[src/rtl/arm_ctrl_pkg.sv]
// arm_ctrl_pkg: multicycle controller states, ALU control codes and Funct command codes
package arm_ctrl_pkg;
    typedef enum logic [3:0] {
        FETCH, DECODE, MEMADR, MEMRD, MEMWB, MEMWR, EXECR, EXECI, ALUWB, BRANCH
    } state_t;
    localparam logic [2:0] ALU_ADD = 3'b000;
    localparam logic [2:0] ALU_SUB = 3'b001;
    localparam logic [2:0] ALU_AND = 3'b010;
    localparam logic [2:0] ALU_ORR = 3'b011;
    localparam logic [2:0] ALU_EOR = 3'b100;
    localparam logic [2:0] ALU_MOV = 3'b101;
    localparam logic [3:0] CMD_ADD = 4'b0100;
    localparam logic [3:0] CMD_SUB = 4'b0010;
    localparam logic [3:0] CMD_AND = 4'b0000;
    localparam logic [3:0] CMD_ORR = 4'b1100;
    localparam logic [3:0] CMD_EOR = 4'b0001;
    localparam logic [3:0] CMD_CMP = 4'b1010;
    localparam logic [3:0] CMD_MOV = 4'b1101;
endpackage

[src/rtl/alu_decoder.sv]
// alu_decoder: Funct[4:0] to ALUControl/FlagW, flagging undefined and CMP commands
module alu_decoder
    import arm_ctrl_pkg::*;
#(
    parameter int EXT_OPS = 1
) (
    input  logic [4:0] i_funct,
    output logic [2:0] o_alu_ctrl,
    output logic [1:0] o_flag_w,
    output logic       o_undef,
    output logic       o_cmp
);
    logic w_ext;
    logic w_arith;
    logic w_s;
    assign w_ext = EXT_OPS != 0;
    always_comb begin
        o_alu_ctrl = ALU_ADD;
        o_undef = 1'b0;
        o_cmp = 1'b0;
        w_arith = 1'b0;
        case (i_funct[4:1])
            CMD_ADD: w_arith = 1'b1;
            CMD_SUB: begin o_alu_ctrl = ALU_SUB; w_arith = 1'b1; end
            CMD_AND: o_alu_ctrl = ALU_AND;
            CMD_ORR: o_alu_ctrl = ALU_ORR;
            CMD_EOR: begin o_alu_ctrl = w_ext ? ALU_EOR : ALU_ADD; o_undef = !w_ext; end
            CMD_CMP: begin o_alu_ctrl = w_ext ? ALU_SUB : ALU_ADD; w_arith = w_ext; o_cmp = w_ext; o_undef = !w_ext; end
            CMD_MOV: begin o_alu_ctrl = w_ext ? ALU_MOV : ALU_ADD; o_undef = !w_ext; end
            default: o_undef = 1'b1;
        endcase
        w_s = i_funct[0] | o_cmp;
        o_flag_w = o_undef ? 2'b00 : {w_s, w_s & w_arith};
    end
endmodule

[src/rtl/multicycle_decode.sv]
// multicycle_decode: Moore control FSM for a multicycle ARM-subset datapath
module multicycle_decode
    import arm_ctrl_pkg::*;
#(
    parameter int EXT_OPS = 1
) (
    input  logic       clk,
    input  logic       reset,
    input  logic [1:0] Op,
    input  logic [5:0] Funct,
    input  logic [3:0] Rd,
    input  logic       MemReady,
    output logic       IRWrite,
    output logic       NextPC,
    output logic       AdrSrc,
    output logic       ALUSrcA,
    output logic [1:0] ALUSrcB,
    output logic [1:0] ResultSrc,
    output logic [1:0] ImmSrc,
    output logic [1:0] RegSrc,
    output logic       RegW,
    output logic       MemW,
    output logic       Branch,
    output logic       PCS,
    output logic [1:0] FlagW,
    output logic [2:0] ALUControl,
    output logic       Undef
);
    state_t     r_state;
    state_t     w_st;
    state_t     w_next;
    logic [2:0] w_alu_ctrl;
    logic [1:0] w_flag_w;
    logic       w_alu_undef;
    logic       w_cmp;
    logic       w_exec;
    alu_decoder #(.EXT_OPS(EXT_OPS)) u_alu_decoder (
        .i_funct   (Funct[4:0]),
        .o_alu_ctrl(w_alu_ctrl),
        .o_flag_w  (w_flag_w),
        .o_undef   (w_alu_undef),
        .o_cmp     (w_cmp)
    );
    always_ff @(posedge clk) r_state <= reset ? FETCH : w_next;
    // Reset shows FETCH immediately so an aborted MEMWR/ALUWB never strobes a write
    assign w_st = reset ? FETCH : r_state;
    assign w_exec = (w_st == EXECR) || (w_st == EXECI);
    always_comb begin
        w_next = w_st;
        IRWrite = 1'b0;
        NextPC = 1'b0;
        AdrSrc = 1'b0;
        ALUSrcA = 1'b0;
        ALUSrcB = 2'b00;
        ResultSrc = 2'b00;
        RegW = 1'b0;
        MemW = 1'b0;
        Branch = 1'b0;
        Undef = 1'b0;
        case (w_st)
            FETCH: begin
                w_next = MemReady ? DECODE : FETCH;
                IRWrite = MemReady & ~reset;
                NextPC = MemReady & ~reset;
                ALUSrcA = 1'b1;
                ALUSrcB = 2'b10;
                ResultSrc = 2'b10;
            end
            DECODE: begin
                w_next = (Op == 2'b01) ? MEMADR : (Op == 2'b10) ? BRANCH : (Op == 2'b11) ? FETCH : Funct[5] ? EXECI : EXECR;
                ALUSrcA = 1'b1;
                ALUSrcB = 2'b10;
                ResultSrc = 2'b10;
                Undef = Op == 2'b11;
            end
            MEMADR: begin w_next = Funct[0] ? MEMRD : MEMWR; ALUSrcB = 2'b01; end
            MEMRD: begin w_next = MemReady ? MEMWB : MEMRD; AdrSrc = 1'b1; end
            MEMWB: begin w_next = FETCH; ResultSrc = 2'b01; RegW = 1'b1; end
            MEMWR: begin w_next = MemReady ? FETCH : MEMWR; AdrSrc = 1'b1; MemW = MemReady; end
            EXECR, EXECI: begin
                w_next = (w_cmp | w_alu_undef) ? FETCH : ALUWB;
                ALUSrcB = (w_st == EXECI) ? 2'b01 : 2'b00;
                Undef = w_alu_undef;
            end
            ALUWB: begin w_next = FETCH; RegW = 1'b1; end
            BRANCH: begin w_next = FETCH; ALUSrcB = 2'b01; ResultSrc = 2'b10; Branch = 1'b1; end
            default: w_next = FETCH;
        endcase
    end
    assign ALUControl = w_exec ? w_alu_ctrl : ALU_ADD;
    assign FlagW = w_exec ? w_flag_w : 2'b00;
    assign ImmSrc = Op;
    assign RegSrc = {Op == 2'b10, Op == 2'b01};
    assign PCS = ((Rd == 4'hF) & RegW) | Branch;
endmodule

[config.mk]
export PLATFORM = sky130hd
export DESIGN_NAME = multicycle_decode
export DESIGN_NICKNAME = d
export VERILOG_FILES = /design/src/rtl/arm_ctrl_pkg.sv /design/src/rtl/alu_decoder.sv /design/src/rtl/multicycle_decode.sv
export SDC_FILE = /design/constraint.sdc
export NUM_CORES = 1
export LEC_CHECK = 0
export CORE_ASPECT_RATIO = 1.2
export CORE_MARGIN = 2
export CORE_UTILIZATION = 37
export DETAILED_ROUTE_END_ITERATION = 10
export PLACE_DENSITY = 0.79
export REMOVE_ABC_BUFFERS = 1
export SYNTH_ARGS = -nofsm -noshare
export SYNTH_HDL_FRONTEND = slang
export SYNTH_SLANG_ARGS = --single-unit
[constraint.sdc]
create_clock -name clk -period 1.5 [get_ports clk]
set_clock_uncertainty 0.05 [all_clocks]
set_input_delay 0.3 -clock clk [delete_from_list [all_inputs] [get_ports clk]]
set_output_delay 0.3 -clock clk [all_outputs]
set_load 0.005 [all_outputs]
==> metrics.cfg, run 1 <==
[logic_synthesis]
ys.warnings.count = 0
synth_cell_types = 38
synth_sequential_area_ratio_pct = 12.5
synth_edf_count = 0
ys.flop_type = dfxtp_1
netlist_instances = 88
synth-seq-cells = 4
synth-async-reset-ratio_pct = 0
synth.top_cells.by_area = dfxtp_1, buf_4, nor2b_1
syn_area_um2 = 641
syn_area_per_cell_um2 = 7.28
yosysTopAreaCellShare_pct = 12.5
synth_top_cell_by_area = dfxtp_1

[clock_network]
cts-root-buf = clkbuf_4
cts_buffers = 3
cts_max_level = 1
clk_path_buf_depth = 2
cts.sink_count = 4

[die]
fp.dieH_um = 49.6
fp-row-count = 16
initial_core_util_pct = 39.5
fp.dieW_um = 42.0
pin_count = 37

[global_route]
grt-ovfl-total = 7
grt_usage_pct = 55.9
grt_start_max_net_pins = 8
antenna_found_initial = 1

[run_status]
lastStage = global routing (5_1_grt)
status = did not finish
firstError = [ERROR GRT-0232] Routing congestion too high. Check the congestion heatmap in the GUI.

[placed_design]
gp_congestion = 0.871
placed_area_um2 = 1140
dpl_worst_slack_ns = -0.817
dp_hpwl_um = 1690
io_buffers = 36

[timing]
crit_endpoint = IRWrite
endpoint_type = primary output

==> stage by stage <==
| stage | hold slack (ns) | std cells |
|---|---|---|
| after floorplan | 0.330 | 77 |
| after global placement | 0.567 | 156 |
| after detailed placement | 0.598 | 156 |
| after CTS | 0.464 | 177 |
==> cell usage after synthesis (3+ instances only) <==
cell type,number
buf_4,5
nor2b_1,6
buf_2,5
nor3_1,4
nand2b_1,3
and3_1,3
nand3b_1,3
o21ai_0,3
nand2_1,4
nor2_1,5
a21oi_1,5
inv_1,3
dfxtp_1,4
nand3_1,4
==> cells by family after synthesis <==
logic type	after synthesis	share of synthesized area [%]
AO/OA/AOI/OAI	21	26.0
multiplexers	1	1.76
AND/OR/NAND/NOR	47	45.1
flip-flops	4	12.5
buffers and inverters	14	13.3
XOR/XNOR	1	1.37
==> timing repair <==
| item | in CTS |
|---|---|
| resized for setup | 159 |
| pin swaps | 20 |
| hold buffers | 0 |
| setup buffers | 18 |
| setup endpoints to repair | 23 |
==> routing by layer <==
| metal | overflow | track usage [%] |
|---|---|---|
| met1 | 0 | 56.4 |
| met2 | 5 | 80.2 |
| met3 | 0 | 26.7 |
| met4 | 2 | 58.1 |
| met5 | 0 | 0 |
==> run 2: changes to the inputs <==
- CORE_AREA: unset -> 2 2 63 65
- CORE_ASPECT_RATIO: 1.2 -> unset
- CORE_MARGIN: 2 -> unset
- CORE_UTILIZATION: 37 -> unset
- DIE_AREA: unset -> 0 0 65 67
- PLACE_DENSITY: 0.79 -> unset
- PLACE_DENSITY_LB_ADDON: unset -> 0.15
==> run 2 against run 1 <==
  * The flow now finishes, with violations (setup timing)
  * Synthesized cell count stayed put
  * Area after synthesis stayed put
==> metrics.cfg, run 2 <==
[finish]
largestRegisters = r_state (4)
register_area_um2 = 92.6
area_growth_syn_to_layout_pct = 172
num-fill-cells = 336
antenna_cells = 0
fin_util_pct = 48.3
top_register = r_state
multiInputGateArea_um2 = 686
nets = 194
layout-drive-gt1-share_pct = 74.6
largest_register_ffs = 4
final_common_cell = buf_4
final_cell_mix = buf_4, buf_6, buf_2

[die]
pin_count = 37
die_area_um2 = 4360
initial_core_util_pct = 17.8
fp.dieW_um = 65
coreArea_um2 = 3610
fp.dieH_um = 67
fp-row-count = 22

[logic_synthesis]
syn_area_per_cell_um2 = 7.28
synth_edf_count = 0
synth-async-reset-ratio_pct = 0
syn_area_um2 = 641
synth_most_common_cell = nor2b_1
synth_top_cell_by_area = dfxtp_1
synth_sequential_area_ratio_pct = 12.5
netlist_instances = 88
ys.flop_type = dfxtp_1
synth-seq-cells = 4
ys.warnings.count = 0
synth.top_cells.by_area = dfxtp_1, buf_4, nor2b_1
synth_common_cells = nor2b_1, a21oi_1, buf_2, buf_4, nor2_1
synth_cell_types = 38
yosysTopAreaCellShare_pct = 12.5

[min_path]
hold_start = r_state[2]
holdPathStages = 2
min_path_type = flip-flop to flip-flop

[global_route]
grt_pass1_vias = 1019
grt_start_max_net_pins = 10
grt-ovfl-total = 0
antenna_found_initial = 0
grt_usage_pct = 15.0
grt_pass1_wl_um = 5130

[detailed_routing]
drtIter0Drc = 24
wl_per_cell_um = 13.9
vias = 1021
finalWirelength_um = 3120
dr_wl_met2_um = 1680
drt_drc_violations_left = 0
drt-vias-per-instance = 4.54
dr.max_layer_used = met3
drtPass1Iterations = 4
wl_met1_um = 1340
antenna_left = 0
route.met3.wl_um = 100

[critical_path]
critPathSlowestCell = dfxtp_4
crit_chain = buf_12 > and3b_2 > nor2b_4 > a22o_1 > buf_2
endpoint = Undef
cp.arrival_ns = 1.33
worstPathRequired_ns = 1.15
critPathMaxStageDelay_ns = 0.34
crit_fanout = 4
cp-start-kind = flip-flop
end_kind = primary output
r2r-start = r_state[1]
reg2reg_slack_ns = 0.07
r2r-end = r_state[2]
r2r_cells = 6
crit_path_start = r_state[1]
critPathKind = flip-flop to primary output

[clock_network]
cts_tree = built
cts.sink_count = 4
clk_latency_ns = 0.22
cts_buffers = 3
clk_path_buf_depth = 2
cts-root-buf = clkbuf_8
clk_pin_slew_ns = 0.03
cts_max_level = 1

[timing]
setup_viol = 18
hold_viol_final = 0
slew_headroom_pct = 70.0
fmax_mhz = 594
maxSlewViolCount = 0
period_share_pct = 112
fin_ws_ns = -0.183
min_period_ns = 1.68
tightest_slew_ns = 0.448
rsz0062_at_grt = true

[placed_design]
dp_hpwl_um = 1840
gp_congestion = 0.768
io_buffers = 36

[pwr]
ir_worst_vdd_mv = 0.423
total_power_mw = 0.746
powerDensity_nw_per_um2 = 428
leakage_nw = 0.792

[run_status]
status = complete, but fails checks
failed_checks = setup timing

[job]
drv_cap = 0

==> run 2: cell counts after synthesis <==
No cell type changed its count.
==> run 2: cell families after synthesis <==
kind of cell    after synthesis  synth area share (%)
flops                         4                  12.5
simple gates                 47                  45.1
xor+xnor                      1                  1.37
compound gates               21                  26.0
mux                           1                  1.76
buf+inv                      14                  13.3
==> run 2: through the flow <==
step           instance area (um2)  setup TNS (ns)  std cells  hold WS, ns  setup WS (ns)
3_3_place_gp                  1200          -14.36        189        0.513         -0.870
2_1_floorplan                  567               0         77        0.330          0.102
5_1_grt                       1740           -3.17        225        0.532         -0.256
3_5_place_dp                  1200          -14.31        189        0.508         -0.866
4_1_cts                       1620           -2.26        218        0.499         -0.251
6_report                      1740           -2.32        225        0.513         -0.183
==> run 2: what timing repair did <==
action	4_1_cts	5_1_grt
pin swaps	23	13
endpoints found under the hold margin	0	0
resized for setup	169	20
buffers inserted	27	9
endpoints found under the setup margin	23	21
hold buffers	0	0
==> run 2: layer usage <==
metal / up-vias / track usage [%]
li1: 504 / -
met1: 499 / 18.3
met2: 18 / 28.1
met3: 0 / 2.87
met4: 0 / 1.60
met5: - / 0
==> run 2: layout make-up <==
type                    instances  area share (%)
clock buffers                   3            2.37
flip-flops and latches          4            5.31
repair buffers                 97            48.9
well taps                      48            3.45
multi-input cells              70            39.3
inverters                       3           0.646
==> run 2: report_power, final <==
group | internal (mW) | switching (mW)
Sequential | 0.111 | 0.0122
Combinational | 0.235 | 0.165
Clock | 0.171 | 0.0527
==> run 2: how the worst min path moves through the flow <==
stage / slack, ns / to
2_1_floorplan: 0.33 / r_state[1]
3_3_place_gp: 0.51 / r_state[1]
3_5_place_dp: 0.51 / r_state[1]
4_1_cts: 0.50 / r_state[1]
5_1_grt: 0.53 / r_state[1]
6_report: 0.51 / r_state[1]
==> run 2: worst max-delay path, delay by kind of cell, from the launching register on <==
family | cells | cell delay [ns]
compound gates | 1 | 0.20
buf+inv | 2 | 0.25
flops | 1 | 0.34
simple gates | 2 | 0.32
Note: power is estimated with default switching activity, not from simulation.
==> run 3: changes to the inputs <==
- GPL_ROUTABILITY_DRIVEN: unset -> 1
==> results of run 3 <==
No change in the layout: final DEF, timing and power equal those of run 2.
==> run 4: changes to the inputs <==
- SKIP_LAST_GASP: unset -> 1
==> run 4 against run 3 <==
  * The run still ends with setup timing left
  * Clock-buffer cell count unchanged
  * Cell count down 0.44%
  * Via count down 1.3%
  * Non-clock buffer count down 1
  * Die area unchanged
==> metrics.cfg, run 4 (synthesis gave the netlist of run 2 again) <==
[run_status]
status = complete, but fails checks
failed_checks = setup timing

[detailed_routing]
drtPass1Iterations = 6
drt-vias-per-instance = 4.50
wl_per_cell_um = 13.9
antenna_left = 0
drt_drc_violations_left = 0
finalWirelength_um = 3110
vias = 1008
drtIter0Drc = 33

[critical_path]
critPathMaxStageDelay_ns = 0.35
worstPathRequired_ns = 1.15
crit_chain = buf_12 > and3b_2 > nor2b_4 > a22o_1 > buf_2
r2r-start = r_state[1]
cp-start-kind = flip-flop
critPathKind = flip-flop to primary output
crit_path_start = r_state[1]
crit_fanout = 4
cp.arrival_ns = 1.33
cp_top_family = flip-flops
critPathSlowestCell = dfxtp_4
end_kind = primary output
cp_num_buf_inv = 2

[timing]
hold_viol_final = 0
period_share_pct = 112
setup_viol = 18
min_period_ns = 1.68
holdWs_ns = 0.511
tightest_slew_ns = 0.448
slew_headroom_pct = 70.0
maxSlewViolCount = 0
rsz0062_at_grt = true
fmax_mhz = 594
fin_ws_ns = -0.183

[pwr]
ir_worst_vdd_mv = 0.421
powerDensity_nw_per_um2 = 431
leakage_nw = 0.783
total_power_mw = 0.740

[finish]
final_common_cell = buf_4
num-fill-cells = 338
fin_util_pct = 47.6
nets = 193
multiInputGateArea_um2 = 672
register_area_um2 = 92.6
antenna_cells = 0
layout-drive-gt1-share_pct = 73.3
largestRegisters = r_state (4)
final_cell_mix = buf_4, buf_6, buf_2
top_register = r_state
area_growth_syn_to_layout_pct = 168
stdcell_count = 224
largest_register_ffs = 4

[global_route]
use_met2_pct = 27.7
grt-ovfl-total = 0
grt_pass1_vias = 1007
met1_usage_pct = 18.6
antenna_found_initial = 0
grt_pass1_wl_um = 5130
gr-usage-met3_pct = 2.87
busiest_layer = met2
grt_usage_pct = 15.0
grt_start_max_net_pins = 10

[placed_design]
gp_congestion = 0.768
io_buffers = 36
dp_hpwl_um = 1840
dp.cells = 189

[min_path]
hold_start = r_state[2]
min_path_type = flip-flop to flip-flop

[clock_network]
cts_max_level = 1
clk_path_buf_depth = 2
cts_tree = built
cts-root-buf = clkbuf_8
clk_latency_ns = 0.22
cts.sink_count = 4
clk_pin_slew_ns = 0.03
cts_buffers = 3
cts.hold.buffers_added = 0

[die]
pin_count = 37
initial_core_util_pct = 17.8
fp.dieW_um = 65
coreArea_um2 = 3610
fp.dieH_um = 67
fp-row-count = 22
die_area_um2 = 4360

[job]
drv_cap = 0

==> run 4: cell types whose count changed in the layout (fill, tap and decap cells not counted) <==
| cell | previous run | this run |
|---|---|---|
| nand3_1 | 3 | 4 |
| buf_6 | 27 | 26 |
| nor2_4 | 3 | 2 |
| nand3_2 | 1 | 0 |
| a21oi_2 | 4 | 3 |
| a21oi_1 | 1 | 2 |
| nor2_2 | 0 | 1 |
==> run 4: layout make-up <==
class | count | area share (%)
clock buffer | 3 | 2.40
inverter | 3 | 0.655
multi-input combinational | 70 | 39.1
sequential | 4 | 5.39
tap | 48 | 3.50
timing repair buffer | 96 | 48.9
==> run 4: power breakdown <==
part	internal [mW]	switching, mW	total [mW]
logic	0.232	0.162	0.394
clock network	0.171	0.0527	0.223
registers	0.111	0.0120	0.123
total	0.514	0.226	0.740
==> run 4: final timing paths <==
| check | end | slack, ns | cells past startpoint |
|---|---|---|---|
| worst max-delay path | Undef | -0.18 | 5 |
| worst min-delay path | r_state[1] | 0.51 | 2 |
| worst min register to register | r_state[1] | 0.51 | 2 |
| worst max register to register | r_state[2] | 0.07 | 6 |
==> run 4: per-layer routing <==
metal	share of wire, %	wire (um)	vias to the layer above
met1	44	1360	489
met2	53	1650	18
met5	0	0	-
li1	-	-	501
met3	3.2	100	0
met4	0	0	0
==> run 4: timing repair <==
item                                    CTS  global route
hold endpoints to repair                  0             0
buffers inserted                         27             8
endpoints found under the setup margin   23            21
pin swaps                                22            14
gates resized for setup                 164            21
==> run 4: per-stage QoR <==
step,instance area [um2],TNS [ns],setup slack (ns)
final,1720,-2.24,-0.183
after global routing,1720,-3.23,-0.258
after CTS,1620,-2.44,-0.251
after detailed placement,1200,-14.31,-0.866
after global placement,1200,-14.36,-0.870
after floorplan,567,0,0.102
==> run 4: worst reg2reg max path, stage by stage, from the launching register on <==
cell and delay, ns:
dfxtp_4 0.35, buf_6 0.13, buf_4 0.14, nand2b_4 0.14, buf_4 0.13, mux2_2 0.26, o221ai_1 0.16
